[src/rtl/ret_dec_fixup_pkg.sv]
// Shared types for the decode-stage return-stack fixup: fetch/return-stack
// field types, the bus payload structs, and the fixup FSM state.
package ret_dec_fixup_pkg;

    localparam int FETCH_ID_W  = 5;
    localparam int FETCH_OFF_W = 3;
    localparam int RET_IDX_W   = 4;
    localparam int PC_W        = 31;

    typedef logic [FETCH_ID_W-1:0]  FetchID_t;
    typedef logic [FETCH_OFF_W-1:0] FetchOff_t;
    typedef logic [RET_IDX_W-1:0]   RetStackIdx_t;

    typedef struct packed {
        logic             valid;
        RetStackIdx_t     idx;
        logic [PC_W-1:0]  addr;
    } ReturnDecUpdate;

    typedef struct packed {
        logic             taken;
        FetchID_t         fetchID;
        FetchOff_t        fetchOffs;
        logic             isFetchBranch;
        logic [PC_W-1:0]  dst;
    } FetchBranchProv;

    typedef enum logic [1:0] {
        FX_IDLE,
        FX_ISSUE,
        FX_DRAIN
    } FixupState_t;

    // Everything about the trigger slot is resolved at capture time so the
    // ISSUE state only has to drive registered values.
    typedef struct packed {
        logic             is_call;
        FetchID_t         fetch_id;
        FetchOff_t        offs;
        RetStackIdx_t     ret_idx;
        logic [PC_W-1:0]  ret_addr;
        logic [PC_W-1:0]  dst;
    } FixupReq_t;

endpackage

[src/rtl/ret_dec_fixup_if.sv]
// Decode-bundle / return-stack bus seen by ret_dec_fixup; the block itself
// sits on the slave side.
interface ret_dec_fixup_if
    import ret_dec_fixup_pkg::*;
#(
    parameter int NUM_UOPS = 4
);

    logic [NUM_UOPS-1:0]            IN_valid;
    logic [NUM_UOPS-1:0]            IN_isCall;
    logic [NUM_UOPS-1:0]            IN_isRet;
    logic [NUM_UOPS-1:0]            IN_predicted;
    logic [NUM_UOPS-1:0]            IN_compr;
    logic [NUM_UOPS-1:0][PC_W-1:0]  IN_pc;
    FetchID_t [NUM_UOPS-1:0]        IN_fetchID;
    FetchOff_t [NUM_UOPS-1:0]       IN_offs;
    RetStackIdx_t [NUM_UOPS-1:0]    IN_retIdx;
    logic [PC_W-1:0]                IN_lateRetAddr;
    logic                           IN_stall;
    logic                           IN_flush;

    logic [NUM_UOPS-1:0]            OUT_kill;
    logic                           OUT_ready;
    ReturnDecUpdate                 OUT_returnUpd;
    FetchBranchProv                 OUT_mispr;

    modport master (
        output IN_valid, IN_isCall, IN_isRet, IN_predicted, IN_compr,
        output IN_pc, IN_fetchID, IN_offs, IN_retIdx,
        output IN_lateRetAddr, IN_stall, IN_flush,
        input  OUT_kill, OUT_ready, OUT_returnUpd, OUT_mispr
    );

    modport slave (
        input  IN_valid, IN_isCall, IN_isRet, IN_predicted, IN_compr,
        input  IN_pc, IN_fetchID, IN_offs, IN_retIdx,
        input  IN_lateRetAddr, IN_stall, IN_flush,
        output OUT_kill, OUT_ready, OUT_returnUpd, OUT_mispr
    );

endinterface

[src/rtl/ret_dec_fixup_prio_sel.sv]
// Priority select: index of the lowest set candidate bit plus a mask of every
// slot above it (younger in program order).
module ret_dec_prio_sel #(
    parameter int  N     = 4,
    localparam int IDX_W = (N > 1) ? $clog2(N) : 1
) (
    input  logic [N-1:0]     cand,
    output logic             found,
    output logic [IDX_W-1:0] idx,
    output logic [N-1:0]     younger
);

    always_comb begin
        found   = 1'b0;
        idx     = '0;
        younger = '0;
        for (int i = 0; i < N; i++) begin
            if (found) begin
                younger[i] = 1'b1;
            end else if (cand[i]) begin
                found = 1'b1;
                idx   = IDX_W'(i);
            end
        end
    end

endmodule

[src/rtl/ret_dec_fixup.sv]
// Decode-time fixup for calls/returns the BTB missed: picks the first one in
// the bundle, redirects fetch / updates the return stack, then drains stale slots.
module ret_dec_fixup
    import ret_dec_fixup_pkg::*;
#(
    parameter int  NUM_UOPS = 4,
    parameter int  CNT_W    = 16,
    localparam int IDX_W    = (NUM_UOPS > 1) ? $clog2(NUM_UOPS) : 1
) (
    input  logic                clk,
    input  logic                rst,
    ret_dec_fixup_if.slave      bus,
    output logic [CNT_W-1:0]    OUT_fixCnt
);

    FixupState_t          state_q, state_d;
    FixupReq_t            fix_q, fix_d, fix_new;
    FetchID_t             stale_id_q, stale_id_d;
    logic [CNT_W-1:0]     cnt_q, cnt_d;

    logic [NUM_UOPS-1:0]  stale;
    logic [NUM_UOPS-1:0]  fresh;
    logic [NUM_UOPS-1:0]  cand;
    logic [NUM_UOPS-1:0]  younger;
    logic                 trig_found;
    logic [IDX_W-1:0]     trig_idx;

    // Slots of the already-fixed fetch packet are never triggers while draining.
    always_comb begin
        stale = '0;
        cand  = '0;
        for (int i = 0; i < NUM_UOPS; i++) begin
            stale[i] = (state_q == FX_DRAIN) && bus.IN_valid[i]
                       && (bus.IN_fetchID[i] == stale_id_q);
            cand[i]  = (state_q != FX_ISSUE) && bus.IN_valid[i] && !stale[i]
                       && (bus.IN_isCall[i] || bus.IN_isRet[i])
                       && !bus.IN_predicted[i];
        end
        fresh = bus.IN_valid & ~stale;
    end

    ret_dec_prio_sel #(.N(NUM_UOPS)) u_prio_sel (
        .cand    (cand),
        .found   (trig_found),
        .idx     (trig_idx),
        .younger (younger)
    );

    always_comb begin
        fix_new          = '0;
        fix_new.is_call  = bus.IN_isCall[trig_idx];
        fix_new.fetch_id = bus.IN_fetchID[trig_idx];
        fix_new.offs     = bus.IN_offs[trig_idx];
        fix_new.ret_idx  = bus.IN_retIdx[trig_idx] + RetStackIdx_t'(1);
        fix_new.ret_addr = bus.IN_pc[trig_idx] + (bus.IN_compr[trig_idx] ? 31'd0 : 31'd1);
        fix_new.dst      = bus.IN_pc[trig_idx] + (bus.IN_compr[trig_idx] ? 31'd1 : 31'd2);
    end

    always_comb begin
        state_d    = state_q;
        fix_d      = fix_q;
        stale_id_d = stale_id_q;
        cnt_d      = cnt_q;
        if (bus.IN_flush) begin
            state_d = FX_IDLE;
        end else begin
            unique case (state_q)
                FX_IDLE: begin
                    if (trig_found) begin
                        fix_d   = fix_new;
                        state_d = FX_ISSUE;
                    end
                end
                FX_ISSUE: begin
                    if (!bus.IN_stall) begin
                        cnt_d      = (&cnt_q) ? cnt_q : cnt_q + CNT_W'(1);
                        stale_id_d = fix_q.fetch_id;
                        state_d    = FX_DRAIN;
                    end
                end
                FX_DRAIN: begin
                    if (trig_found) begin
                        fix_d   = fix_new;
                        state_d = FX_ISSUE;
                    end else if (|fresh) begin
                        state_d = FX_IDLE;
                    end
                end
                default: state_d = FX_IDLE;
            endcase
        end
    end

    // Outputs derive from state_q so an async reset clears them immediately.
    always_comb begin
        bus.OUT_returnUpd = '0;
        bus.OUT_mispr     = '0;
        bus.OUT_kill      = '0;
        bus.OUT_ready     = (state_q != FX_ISSUE);
        if (state_q == FX_ISSUE) begin
            bus.OUT_mispr.taken         = 1'b1;
            bus.OUT_mispr.fetchID       = fix_q.fetch_id;
            bus.OUT_mispr.fetchOffs     = fix_q.offs;
            bus.OUT_mispr.isFetchBranch = 1'b1;
            if (fix_q.is_call) begin
                bus.OUT_returnUpd.valid = 1'b1;
                bus.OUT_returnUpd.idx   = fix_q.ret_idx;
                bus.OUT_returnUpd.addr  = fix_q.ret_addr;
                bus.OUT_mispr.dst       = fix_q.dst;
            end else begin
                bus.OUT_mispr.dst       = bus.IN_lateRetAddr;
            end
        end else if (!bus.IN_flush) begin
            bus.OUT_kill = (trig_found ? younger : '0) | stale;
        end
    end

    assign OUT_fixCnt = cnt_q;

    always_ff @(posedge clk or negedge rst) begin
        if (!rst) begin
            state_q    <= FX_IDLE;
            fix_q      <= '0;
            stale_id_q <= '0;
            cnt_q      <= '0;
        end else begin
            state_q    <= state_d;
            fix_q      <= fix_d;
            stale_id_q <= stale_id_d;
            cnt_q      <= cnt_d;
        end
    end

endmodule
[src/flat_wrapper.sv]
// flat-port wrapper written by rule: the top's interface ports become plain ports
module ret_dec_fixup_flat import ret_dec_fixup_pkg::*;
#(
    parameter int  NUM_UOPS = 4,
    parameter int  CNT_W    = 16,
    localparam int IDX_W    = (NUM_UOPS > 1) ? $clog2(NUM_UOPS) : 1
)
  (clk, rst, OUT_fixCnt, bus_IN_valid, bus_IN_isCall, bus_IN_isRet, bus_IN_predicted, bus_IN_compr, bus_IN_pc, bus_IN_fetchID, bus_IN_offs, bus_IN_retIdx, bus_IN_lateRetAddr, bus_IN_stall, bus_IN_flush, bus_OUT_kill, bus_OUT_ready, bus_OUT_returnUpd, bus_OUT_mispr);
  ret_dec_fixup_if #(.NUM_UOPS(NUM_UOPS)) bus_i ();
  input  logic clk;
  input  logic rst;
  output logic [CNT_W-1:0] OUT_fixCnt;
  input wire logic [$bits(bus_i.IN_valid)-1:0] bus_IN_valid;
  input wire logic [$bits(bus_i.IN_isCall)-1:0] bus_IN_isCall;
  input wire logic [$bits(bus_i.IN_isRet)-1:0] bus_IN_isRet;
  input wire logic [$bits(bus_i.IN_predicted)-1:0] bus_IN_predicted;
  input wire logic [$bits(bus_i.IN_compr)-1:0] bus_IN_compr;
  input wire logic [$bits(bus_i.IN_pc)-1:0] bus_IN_pc;
  input wire logic [$bits(bus_i.IN_fetchID)-1:0] bus_IN_fetchID;
  input wire logic [$bits(bus_i.IN_offs)-1:0] bus_IN_offs;
  input wire logic [$bits(bus_i.IN_retIdx)-1:0] bus_IN_retIdx;
  input wire logic [$bits(bus_i.IN_lateRetAddr)-1:0] bus_IN_lateRetAddr;
  input wire logic [$bits(bus_i.IN_stall)-1:0] bus_IN_stall;
  input wire logic [$bits(bus_i.IN_flush)-1:0] bus_IN_flush;
  output wire logic [$bits(bus_i.OUT_kill)-1:0] bus_OUT_kill;
  output wire logic [$bits(bus_i.OUT_ready)-1:0] bus_OUT_ready;
  output wire logic [$bits(bus_i.OUT_returnUpd)-1:0] bus_OUT_returnUpd;
  output wire logic [$bits(bus_i.OUT_mispr)-1:0] bus_OUT_mispr;
  assign bus_i.IN_valid = bus_IN_valid;
  assign bus_i.IN_isCall = bus_IN_isCall;
  assign bus_i.IN_isRet = bus_IN_isRet;
  assign bus_i.IN_predicted = bus_IN_predicted;
  assign bus_i.IN_compr = bus_IN_compr;
  assign bus_i.IN_pc = bus_IN_pc;
  assign bus_i.IN_fetchID = bus_IN_fetchID;
  assign bus_i.IN_offs = bus_IN_offs;
  assign bus_i.IN_retIdx = bus_IN_retIdx;
  assign bus_i.IN_lateRetAddr = bus_IN_lateRetAddr;
  assign bus_i.IN_stall = bus_IN_stall;
  assign bus_i.IN_flush = bus_IN_flush;
  assign bus_OUT_kill = bus_i.OUT_kill;
  assign bus_OUT_ready = bus_i.OUT_ready;
  assign bus_OUT_returnUpd = bus_i.OUT_returnUpd;
  assign bus_OUT_mispr = bus_i.OUT_mispr;
  ret_dec_fixup #(.NUM_UOPS(NUM_UOPS), .CNT_W(CNT_W)) u_core (.clk(clk), .rst(rst), .bus(bus_i), .OUT_fixCnt(OUT_fixCnt));
endmodule
[config.mk]
export PLATFORM = sky130hd
export DESIGN_NAME = ret_dec_fixup_flat
export DESIGN_NICKNAME = d
export VERILOG_FILES = /design/src/rtl/ret_dec_fixup_pkg.sv /design/src/rtl/ret_dec_fixup_if.sv /design/src/rtl/ret_dec_fixup_prio_sel.sv /design/src/rtl/ret_dec_fixup.sv /design/src/flat_wrapper.sv
export SDC_FILE = /design/constraint.sdc
export NUM_CORES = 1
export LEC_CHECK = 0
export ABC_AREA = 1
export CAP_MARGIN = 20
export CORE_ASPECT_RATIO = 0.8
export CORE_MARGIN = 3
export CORE_UTILIZATION = 45
export DETAILED_ROUTE_END_ITERATION = 6
export PLACE_DENSITY = 0.82
export SLEW_MARGIN = 20
export SYNTH_ARGS = -nofsm -noshare
export SYNTH_HDL_FRONTEND = slang
export SYNTH_SLANG_ARGS = --single-unit
[constraint.sdc]
create_clock -name clk -period 8 [get_ports clk]
set_input_delay 2 -clock clk [delete_from_list [all_inputs] [get_ports clk]]
set_output_delay 2 -clock clk [all_outputs]
set_load 0.02 [all_outputs]
==> results.txt, run 1 <==
The slew at the pin closest to its max-slew limit was 1035 ps. The CTS clock-pin slew for the worst setup and hold paths came out at 70 ps. Of all nets on the critical path, the largest fanout is 61.

For this run, the number of Yosys warnings is 0. The fraction of registers with async set or reset after synthesis is 100.0%, and the maximum frequency from static timing analysis is 158.2 MHz. The number of setup buffers added after CTS was 0; the peak per-stage delay on the critical path was 590 ps.

From left edge to right edge, the die measures 160.4 microns. The average size of a mapped cell is 6.059 sq um, and the summed instance area of the synthesized netlist is 8579 sq um. Max-slew violation count: 0.

The number of nets in the synthesized netlist is 1,649. The global-route wire length before repair was 50.39 mm. The top flip-flop cell by instance count after synthesis was dfrtp_1.

Between clock sinks in the finished design, the worst skew comes to 5.204 ps. The logs give 0 for the leftover overflow at the end of global routing and 0 for the hold buffer count at CTS. Number of global-route vias before repair: 9,482. Setup violations remaining at the end of the flow were counted as 0.

Traced cell by cell, the critical path runs through clkdlybuf4s50_1, inv_1, nand2_1, o21ai_0, nor2_1, nand3_2, nand3_4, buf_4, a21oi_1, clkdlybuf4s50_1. For the tightest slew margin relative to the limit, the log shows 30.98%. Number of vias per cell: 5.187.

The max-cap violation count was 0; the total negative setup slack was 0 ps. For this run, the post-layout net count is 1,922. TritonCTS built the clock tree.

For this design the top-level I/O count stands at 325. Ranked by total cell area, the synthesized netlist is headed by dfrtp_1 (29%), nand2_1 (20%), nand3_1 (8.9%). The biggest area contributor in the post-synthesis netlist is dfrtp_1.

The logs give 41 for the unique cell type count in the Yosys netlist and 6000 ps for the endpoint required time on the critical path. Fraction of layout cells with a size suffix above 1: 5.962%. The smallest setup slack after layout is 1679 ps, and the post-placement worst setup slack is 1593 ps.

The critical path in this run is classified as in2out. The run gives 0 as the number of routed nets with antenna violations. The run gives 2 as the maximum buffer depth of the clock tree. The worst path uses 79.01% of the clock period. STA classifies the critical path startpoint as a primary input. The synthesized design contains 0 enable-type register cells. For this design the static power due to leakage is 0.005679 uW. The congestion estimate from routability-driven global placement came to 1.002. Measured along the y axis, the die boundary spans 129.5 microns. The min-delay analysis places its worst path in the category reg2reg. Setup repair after global routing left no endpoint under its margin.

After the first detailed-routing iteration, the DRC count stood at 819. The area of the core region is 18,440 sq um, and the routed wire length per instance is 16.64 microns. The logs give 9 for the number of buffers created by CTS and 102 for the largest net degree at the start of global routing. The cell type of the slowest stage on the worst timing path is clkdlybuf4s50_1.

Critical path's top delay family: buffers and inverters. The final routed wirelength across all metal layers was 32.41 mm. The run gives 0 as the initial antenna violation count.

The initial utilization of the core area, before any placement, comes to 46.52%. Root cell of the clock tree: clkbuf_16. The total number of placement rows is 44, and the final critical path time including I/O delays and setup is 6321 ps. The ratio of total power to cell area is 206.7 nW/um^2.

Synthesis inferred 98 register bits. Number of hold-slack violations in the final timing report: 0. Before antenna repair, the detailed router went through 5 iterations. Sequential cells were found to cover 28.58% of the synthesized design area.

The clock tree synthesis step divided the H-tree into 3 levels. The synthesized design devotes to its leading area cell type 28.58% of total area. Once detailed placement completed, the half-perimeter wirelength came to 26.10 mm. At the worst endpoint, the arrival time is 4320 ps. The run gives 20,770 sq um as the area of the die. The run finished with clean final reports. For the insertion delay of the later-clocked pin in the worst-skew pair, the log shows 360 ps. Clock tree synthesis found a total of 98 sinks. The count of cells resized by post-cts repair is 0.

The number of vias after detailed routing is 10,099, and the area overhead of the layout relative to synthesis is 41.78%. In the global route stage, overall resource usage came out at 30.56%. Cell repeated most along the worst path: clkdlybuf4s50_1. The tools report the DRC violation count after routing as 0.

The number of buffers and inverters on the critical path is 4. The repair_antennas step left the layout with diodes totalling 0. The worst setup path is captured at a primary output.

The count of buffers added on input and output ports is 324. The gate count after technology mapping was 1,416; the worst voltage drop across the vdd grid was 0.1245 mV.
-- stage by stage --
| stage | std cells | total power (uW) | instance area [sq um] | util [%] | hold WS [ps] |
|---|---|---|---|---|---|
| 6_report | 1947 | 2514 | 12160 | 65.96 | 476.5 |
| 5_1_grt | 1947 | 2684 | 12160 | 65.96 | 511.9 |
| 4_1_cts | 1947 | 2506 | 12160 | 65.94 | 477.6 |
| 3_5_place_dp | 1931 | 2071 | 11870 | 64.34 | 460.9 |
| 3_3_place_gp | 1931 | 2047 | 11870 | 64.34 | 456.2 |
| 2_1_floorplan | 1416 | 1556 | 8579 | - | 442.2 |
-- cell usage in the layout (no fill, tap or decap), drive strengths merged, types with 3 or more instances in the layout --
| cell | netlist | routed |
|---|---|---|
| buf | 37 | 10 |
| clkbuf | 34 | 9 |
| a21oi | 41 | 41 |
| o21ai | 93 | 93 |
| xor2 | 27 | 27 |
| o22ai | 3 | 3 |
| nor3 | 9 | 9 |
| a31oi | 18 | 18 |
| clkinv | 1 | 3 |
| inv | 184 | 187 |
| xnor2 | 8 | 8 |
| nand2 | 465 | 465 |
| ha | 6 | 6 |
| nand3 | 159 | 159 |
| o211ai | 5 | 5 |
| clkdlybuf4s50 | 0 | 323 |
| nand4 | 3 | 3 |
| dfrtp | 98 | 98 |
| nor2 | 175 | 175 |
| nand3b | 43 | 43 |
-- worst register-to-register path, cell delays in order, from the launching register on --
cell and delay (ps):
dfrtp_1 470, inv_1 110, nor2_2 630, nor3_1 150, nand3_2 190, nand2_2 80
nand2_4 450, nand2_4 440, inv_2 200, o21ai_0 130, o22ai_1 400, ha_1 250
ha_1 250, inv_1 90, nor2_2 250, nand2_1 190, nor2_1 200, nand2_1 90
nand3_1 90, o21ai_0 90
-- layout make-up --
type | instances | area [sq um]
multi-input combinational | 1062 | 5092
fill | 1625 | 6279
clock inverter | 7 | 71.32
tap | 253 | 316.6
inverter | 185 | 694.4
clock buffer | 9 | 225.2
sequential | 98 | 2456
timing repair buffer | 333 | 3308
-- logic make-up after synthesis --
logic type      after synthesis  share of synthesized area [%]
buf+inv                     256                          12.21
compound gates              163                          10.38
xor+xnor                     35                          3.573
fa+ha+maj                     6                         0.8750
flops                        98                          28.58
simple gates                858                          44.38
-- worst paths after layout --
| path | depth (start not counted) | to | start | slack (ps) |
|---|---|---|---|---|
| min in group asynchronous | 1 | u_core.fix_q[67] | rst | 1630 |
| hold / removal | 2 | u_core.fix_q[32] | u_core.fix_q[32] | 480 |
| hold reg to reg | 2 | u_core.fix_q[32] | u_core.fix_q[32] | 480 |
| setup / recovery | 10 | bus_OUT_kill[1] | bus_IN_fetchID[4] | 1680 |
| setup reg to reg | 19 | u_core.fix_q[43] | u_core.state_q[0] | 3100 |
| max in group asynchronous | 2 | u_core.fix_q[16] | rst | 5260 |
-- report_power, final --
part | switching, uW | internal [uW] | total, uW
clock | 211 | 220 | 430
sequential | 168 | 678 | 846
combinational | 751 | 486 | 1240
total | 1130 | 1380 | 2510
-- flip-flops by register name (all words and copies together) (netlist names) --
signal and cells:
u_core.OUT_fixCnt 16, u_core.state_q 2, u_core.fix_q 75, u_core.stale_id_q 5
-- synthesized netlist by cell type, types with 2 or more instances --
cell      count
nand2_1     447
inv_1       172
nand3_1     153
nor2_1      143
dfrtp_1      98
o21ai_0      69
nand3b_1     43
a21oi_1      39
clkbuf_1     34
nor2_2       28
xor2_1       27
o21ai_1      23
a31oi_1      18
buf_2        18
nand2_2      16
inv_2        12
buf_1         8
nor3_1        8
xnor2_1       8
buf_6         6
ha_1          6
buf_4         5
nand3_2       5
o211ai_1      5
nor2_4        4
nand4_1       3
o22ai_1       3
nand2_4       2
-- layer usage --
layer	wire, microns	vias to the layer above	part of all wire, %	GRT usage (%)
met2	13990	426	43	47.67
met5	0	-	0	0
met1	15090	4625	47	43.62
met3	2629	53	8.1	5.817
met4	706	0	2.2	8.520
li1	-	4995	-	-
Note: power is estimated with default switching activity, not from simulation.
==> run 2, diff against run 1 <==
clock period = 6.1 ns   (was 8 ns; I/O delays follow)
==> run 2 against run 1 <==
  * Final cell count grew 0.31%
  * Routed wire length grew 1.4%
  * Count of clock-buffer cells in the layout grew 1
  * First-iteration DRC count grew 33%
  * Clock power grew 29%
  * Sequential share of layout area shrank 0.083 points
  * Total power grew 31%
  * Worst hold slack gained 5.0 ps
  * Combinational power grew 36%
==> results.txt, run 2 (same netlist as run 1, synthesis figures left out) <==
After floorplanning, the core was divided into 44 placement rows. The maximum buffer depth of the clock tree was 2. The run gives 0.9597 as the routability-driven placement congestion ratio. The insertion delay of the later-clocked pin in the worst-skew pair was 360 ps. The internal portion of the total power is 1817 uW. The part of the power in combinational logic is 51.1%. The number of global-route vias before repair was 9,240. Power spread over the standard cell area amounts to 270.4 nW/um^2. Timing analysis after detailed placement gives a worst setup slack of 760.6 ps.

The routed design has 32.87 mm of wire. Setup violations remaining at the end of the flow were counted as 0. Area of the die: 20,770 sq um. The path class of the tightest hold or removal check is reg2reg. The slew at the pin closest to its max-slew limit is 904.7 ps, and the maximum net fanout on the critical path is 3.

The global-route wire length before repair came out at 51.08 mm. Summed over all cells, the static leakage comes to 0.005696 uW. The sort of element at the end of the critical path was a primary output. In the routed layout, each cell is associated on average with a via count of 5.227.

The worst voltage drop across the vdd grid was 0.1377 mV; the post-route clock period utilization was 87.58%. Global routing consumed, over all layers together, 31.14% of the routing resources. From bottom edge to top edge, the die measures 129.5 microns.

The most common cell after layout, fill and taps aside was nand2_1. The fraction of layout cells with a size suffix above 1 was 6.235%; the number of buffers created by CTS was 9. More flip-flops sit in one register than any other, and that register is u_core.fix_q.

For this block, the initial DRC count from the detailed router was 1,089. The max-slew violation count is 0. Of the total power, the clock network draws 16.8%.

Entering global routing, the biggest net connects 103 pins. Setup repair after global routing left no endpoint under its margin. The port buffer count was 324.

The run finished with clean final reports. The hold buffer count at CTS came out at 0. TritonCTS built the clock tree. The register with the most flip-flops in the layout has 75 of them. Floorplan die width: 160.4 microns. Net switching is 44.94% of the power. For the total clock sinks, the log shows 98.

The tools report the number of hold-slack violations in the final timing report as 0. The layout has 1,684 filler cells. The tools report the final net count as 1,928. The endpoint arrival time on the critical path was 3820 ps. STA puts the critical path data required time at 4580 ps.

The setup path with the least slack is of type in2out. 0 antenna diodes ended up in the layout. Once the floorplan was initialized, standard cells occupied 46.52% of the core.

After clock tree synthesis, the clock-pin slew on the worst setup and hold paths is 70 ps. The tools report the sort of element at the start of the critical path as a primary input. In the final routed layout, each cell accounts on average for 16.83 microns. The region available for standard cell placement spans 18,440 sq um. For the leftover overflow at the end of global routing, the log shows 0. The count of cells resized by post-cts repair is 0, and the area overhead of the layout relative to synthesis is 42.22%. The largest clock skew in the final design is 7.103 ps, and the first-pass detailed-route iteration total is 6. The share of total power dissipated in sequential elements is 32.0%. The routed design could run at a clock period as short as 5342 ps.

The analysis attributes to net switching a power of 1483 uW. The tools report the DRC violation count after routing as 0. The routed layout has 10,208 vias.

The root cell of the clock tree was clkbuf_16. Buffers added to address setup during post-CTS repair amount to 0. The depth of the CTS H-tree was 3.

The count of nets left with antenna violations once routing finished came out at 0. The initial antenna violation count was 0; the tightest slew margin relative to the limit was 39.62%. After layout, the design draws a total of 3300 uW. Max-cap violations in this run came to 0.

In this run the count of I/O pins placed on the die edge is 325. For the maximum frequency from static timing analysis, the log shows 187.2 MHz. In the layout the commonest cells are nand2_1 (447), clkdlybuf4s50_1 (323), inv_1 (172).

For the final HPWL from detailed placement, the log shows 26.58 mm. For the final routed database, the setup TNS stands at 0 ps. After layout, the worst setup slack is 757.8 ps.
==> run 2: layout make-up <==
class	count	area, sq um	area share, %
clock buffers	10	229.0	1.877
flip-flops and latches	98	2454	20.11
inverters	185	694.4	5.691
clock inverters	6	50.05	0.4102
well taps	253	316.6	2.594
multi-input cells	1062	5092	41.74
repair buffers	339	3366	27.58
==> run 2: layer usage <==
layer / vias to the layer above / share of wire, % / global-route usage [%]
li1: 5009 / - / -
met1: 4633 / 44 / 44.40
met2: 531 / 43 / 48.02
met3: 35 / 11 / 7.894
met4: 0 / 1.8 / 6.786
met5: - / 0 / 0
==> run 2: worst max-delay path: stages <==
cell	delay, ps
clkdlybuf4s50_1	480
inv_1	50
nand2_1	50
nand2_1	50
nor3_1	250
nand3_1	210
nand3_2	160
nand2_2	100
nor2_1	260
a21oi_1	110
clkdlybuf4s50_1	560
==> run 2: final timing paths <==
check,start,endpoint,slack [ps],cells after the start
worst min-delay path,u_core.fix_q[1],u_core.fix_q[1],480,2
min in group asynchronous,rst,u_core.fix_q[67],1270,1
worst max register to register,u_core.state_q[0],u_core.fix_q[10],1760,19
worst min register to register,u_core.fix_q[1],u_core.fix_q[1],480,2
worst max-delay path,bus_IN_fetchID[7],bus_OUT_kill[3],760,11
max in group asynchronous,rst,u_core.fix_q[16],3870,2
==> run 2: stage by stage <==
| step | cells | area (sq um) | hold WS [ps] | util [%] |
|---|---|---|---|---|
| finish | 1953 | 12200 | 481.5 | 66.16 |
| global route | 1953 | 12200 | 510.9 | 66.16 |
| CTS | 1953 | 12200 | 483.9 | 66.16 |
| detailed placement | 1937 | 11920 | 465.4 | 64.65 |
| global placement | 1937 | 11920 | 457.5 | 64.65 |
| floorplan | 1416 | 8579 | 442.2 | - |
==> run 2: power by group through the flow <==
stage	clock [uW]	sequential, uW	combinational (uW)
finish	556	1060	1690
global route	582	1090	1860
CTS	560	1050	1670
detailed placement	0	1060	1670
global placement	0	1050	1650
floorplan	0	1010	1030
==> run 3, diff against run 2 <==
CORE_MARGIN = unset   (was 3)
PLACE_DENSITY = 0.81   (was 0.82)
SYNTH_HIERARCHICAL = 1   (was unset)
==> run 3 against run 2 <==
  * Routed wire length decreased by 2.5%
  * Critical path depth unchanged
  * Largest cell class unchanged
  * Worst setup slack got worse by 88 ps
  * Critical path type unchanged
  * Area after synthesis increased by 0.22%
==> results.txt, run 3 <==
The endpoint arrival time on the critical path was 3910 ps; the area of the die was 19,670 sq um. The tools report the number of global-route vias before repair as 9,418. The region available for standard cell placement spans 18,440 sq um. For the maximum buffer depth of the clock tree, the log shows 2.

Ranked by total cell area, the synthesized netlist is headed by dfrtp_1 (29%), nand2_1 (26%), nand3_1 (8.2%). The routability-driven placement congestion ratio was 0.9658; the post-route clock period utilization was 89.02%. After detailed routing, the total wire length is 32.05 mm. The worst setup path is launched from a primary input.

The total negative setup slack was 0 ps. Counting flops with an async set or reset pin after synthesis yields a share of 100.0%. TritonCTS built the clock tree. The slew at the pin closest to its max-slew limit came out at 851.4 ps. In the final layout, the share of cells above drive strength 1 is 5.961%.

The tightest slew margin relative to the limit was 43.24%; the overall die height was 125.6 microns. Net count after synthesis: 1,683. The leftover overflow at the end of global routing is 0, and the final net count is 1,957. For this design the top-level I/O count stands at 325.

Initial antenna violation count: 0. The initial utilization of the core area, before any placement, comes to 46.62%. The tree is rooted in a clkbuf_16.

The library cells used most frequently in the layout, excluding fill and tap cells, are nand2_1 (597), clkdlybuf4s50_1 (323), nor2_1 (163). The fraction of the yosys area taken by sequential cells came out at 28.52%. More flip-flops sit in one register than any other, and that register is u_core/fix_q.

Summed over all cells, the static leakage comes to 0.005513 uW. Between clock sinks in the finished design, the worst skew comes to 6.705 ps. The number of flip-flops under the largest register name is 75, and the CTS clock-pin slew for the worst setup and hold paths is 70 ps. The number of vias per cell works out to 5.257. The flow ran to the end, and the final reports show no timing, DRC or antenna violations. The routed layout has 10,414 vias.

The run gives 0 as the count of cells resized by post-cts repair. Detailed placement finished with a half-perimeter wire length of 25.23 mm. The max-slew violation count is 0, and the port buffer count is 324.

The first TritonRoute pass finished after 6 iterations. The tools report the total clock sinks as 98. In this run the horizontal extent of the chip is 156.5 microns. The critical path is of the in2out type. The placed instances occupy a cell area of 11,910 sq um.

For the worst setup path, the data required time is 4580 ps. The number of routed nets with antenna violations is 0. The run gives 32.54% as the combined global-route utilization of all metal layers.

For this run, the top clock speed supported by timing is 184.2 MHz. The area share of the largest cell type after synthesis was 28.52%. IR analysis of the VDD net gives a maximum drop of 0.1374 mV. The total of warnings raised by yosys is 6. The run gives 9 as the number of buffers created by CTS. The run gives 8598 sq um as the summed instance area of the synthesized netlist. In this run, distinct cell masters in the synthesized netlist total 34. The H-tree was split into 3 levels. Along the worst path, the maximum fanout reaches 6. The initialized floorplan defines 44 standard-cell rows. The area overhead of the layout relative to synthesis was 41.85%. The gate count after technology mapping came out at 1,449.

The run gives 0 as the number of hold-slack violations in the final timing report. Once layout is done, the placed cells without fillers occupy 12,200 sq um. The tools report the global-route wire length before repair as 49.73 mm. For the met3 track demand over resource in global routing, the log shows 7.158%. Path category of the worst min-delay check: reg2reg.

In this run the power density over the cells is 267.7 nW/um^2. The largest net degree at the start of global routing is 101, and the routed wire length per instance is 16.18 microns. The synthesized design contains 98 register bits. The most common cell in the synthesized netlist is nand2_1.

The clock reaches the later pin of the worst-skew pair after 360 ps. Setup violations remaining at the end of the flow were counted as 0. For the number of setup buffers added after CTS, the log shows 0. The final critical path time including I/O delays and setup came out at 5430 ps. The hold buffer count at CTS is 0.

The iteration-0 DRC count of the detailed router was 1,097. STA classifies the critical path endpoint as a primary output. Global routing consumed, on the met1 layer, 45.66% of the routing resources. Dominant cell type by area after synthesis: dfrtp_1. The average size of a mapped cell was 5.934 sq um; the DRC violation count after routing was 0.

Across the run, the number of max-cap violations was 0. Yosys mapped a number of flops with a built-in enable equal to 0. Ranked by instance count, the synthesized netlist is headed by nand2_1 (599), nor2_1 (163), nand3_1 (141). Setup repair after global routing left no endpoint under its margin. The library cell used most frequently in the layout, excluding fill and tap cells, is nand2_1.

Among all flip-flop cells after synthesis, the most frequent one is dfrtp_1. The global routing met2 resource utilization came out at 50.39%. The antenna diode count came out at 0. The most utilized layer in the global route result is met2.
==> run 3: cell types whose count changed after synthesis, sizes merged, moves of 4 or more <==
cell,delta
nor2,+21
a31oi,-5
o211ai,-4
nand3,-11
nand4,+5
inv,-92
nand2,+153
nand3b,-43
nor3,+6
o22ai,+7
o21ai,-12
a21oi,+6
==> run 3: worst paths after layout <==
| path | from | end | slack [ps] | cells past startpoint |
|---|---|---|---|---|
| worst min-delay path | u_core/fix_q[18] | u_core/fix_q[18] | 480 | 2 |
| max in group asynchronous | rst | u_core/fix_q[74] | 3830 | 2 |
| min in group asynchronous | rst | u_core/OUT_fixCnt[6] | 1270 | 1 |
| worst max-delay path | bus_IN_fetchID[18] | bus_OUT_kill[3] | 670 | 11 |
| worst max register to register | u_core/stale_id_q[2] | u_core/fix_q[19] | 2030 | 24 |
| worst min register to register | u_core/fix_q[18] | u_core/fix_q[18] | 480 | 2 |
==> run 3: worst max-delay path, cell delays in order <==
cell and delay, ps:
clkdlybuf4s50_1 500, xor2_1 160, nor3_1 80, nand4_1 100
nand2_1 100, nor3_1 190, inv_1 120, nand4_1 240
nand2_1 90, a21oi_1 180, clkdlybuf4s50_1 620
==> run 3: report_power, final <==
group / internal (uW) / switching (uW) / total, uW
Sequential: 890 / 168 / 1060
Clock: 285 / 275 / 559
Combinational: 627 / 1020 / 1650
==> run 3: cell families (layout without fill, tap and decap cells) <==
group                    count (synthesis)  in the layout  synth area share (%)
AND/OR/NAND/NOR                        985            985                 48.46
buffers and inverters                  166            445                 8.513
AO/OA/AOI/OAI                          155            155                 9.590
flip-flops                              98             98                 28.52
XOR/XNOR                                37             37                 3.769
adder cells (fa/ha/maj)                  7              7                 1.106
other                                    1              1               0.04361
==> run 3: stage by stage <==
stage	worst slack, ps	cells	hold slack (ps)	util, %	power, uW
floorplan	1468	1449	449.2	-	2042
global placement	707.3	1965	461.1	64.57	2655
detailed placement	676.1	1965	468.1	64.57	2692
CTS	687.3	1981	480.3	66.13	3256
global route	497.0	1981	503.6	66.13	3497
finish	669.8	1981	483.0	66.13	3265
==> run 3: per-layer routing <==
metal / up-vias / wire [microns]
li1: 5125 / -
met1: 4711 / 14310
met2: 523 / 13980
met3: 55 / 3039
met4: 0 / 722
met5: - / 0
==> run 3: final cells by class <==
| type | count | area, sq um |
|---|---|---|
| well taps | 253 | 316.6 |
| repair buffers | 336 | 3356 |
| clock buffers | 9 | 225.2 |
| flip-flops and latches | 98 | 2454 |
| multi-input cells | 1185 | 5434 |
| clock inverters | 7 | 62.56 |
| fillers | 1724 | 6246 |
| inverters | 93 | 349.1 |
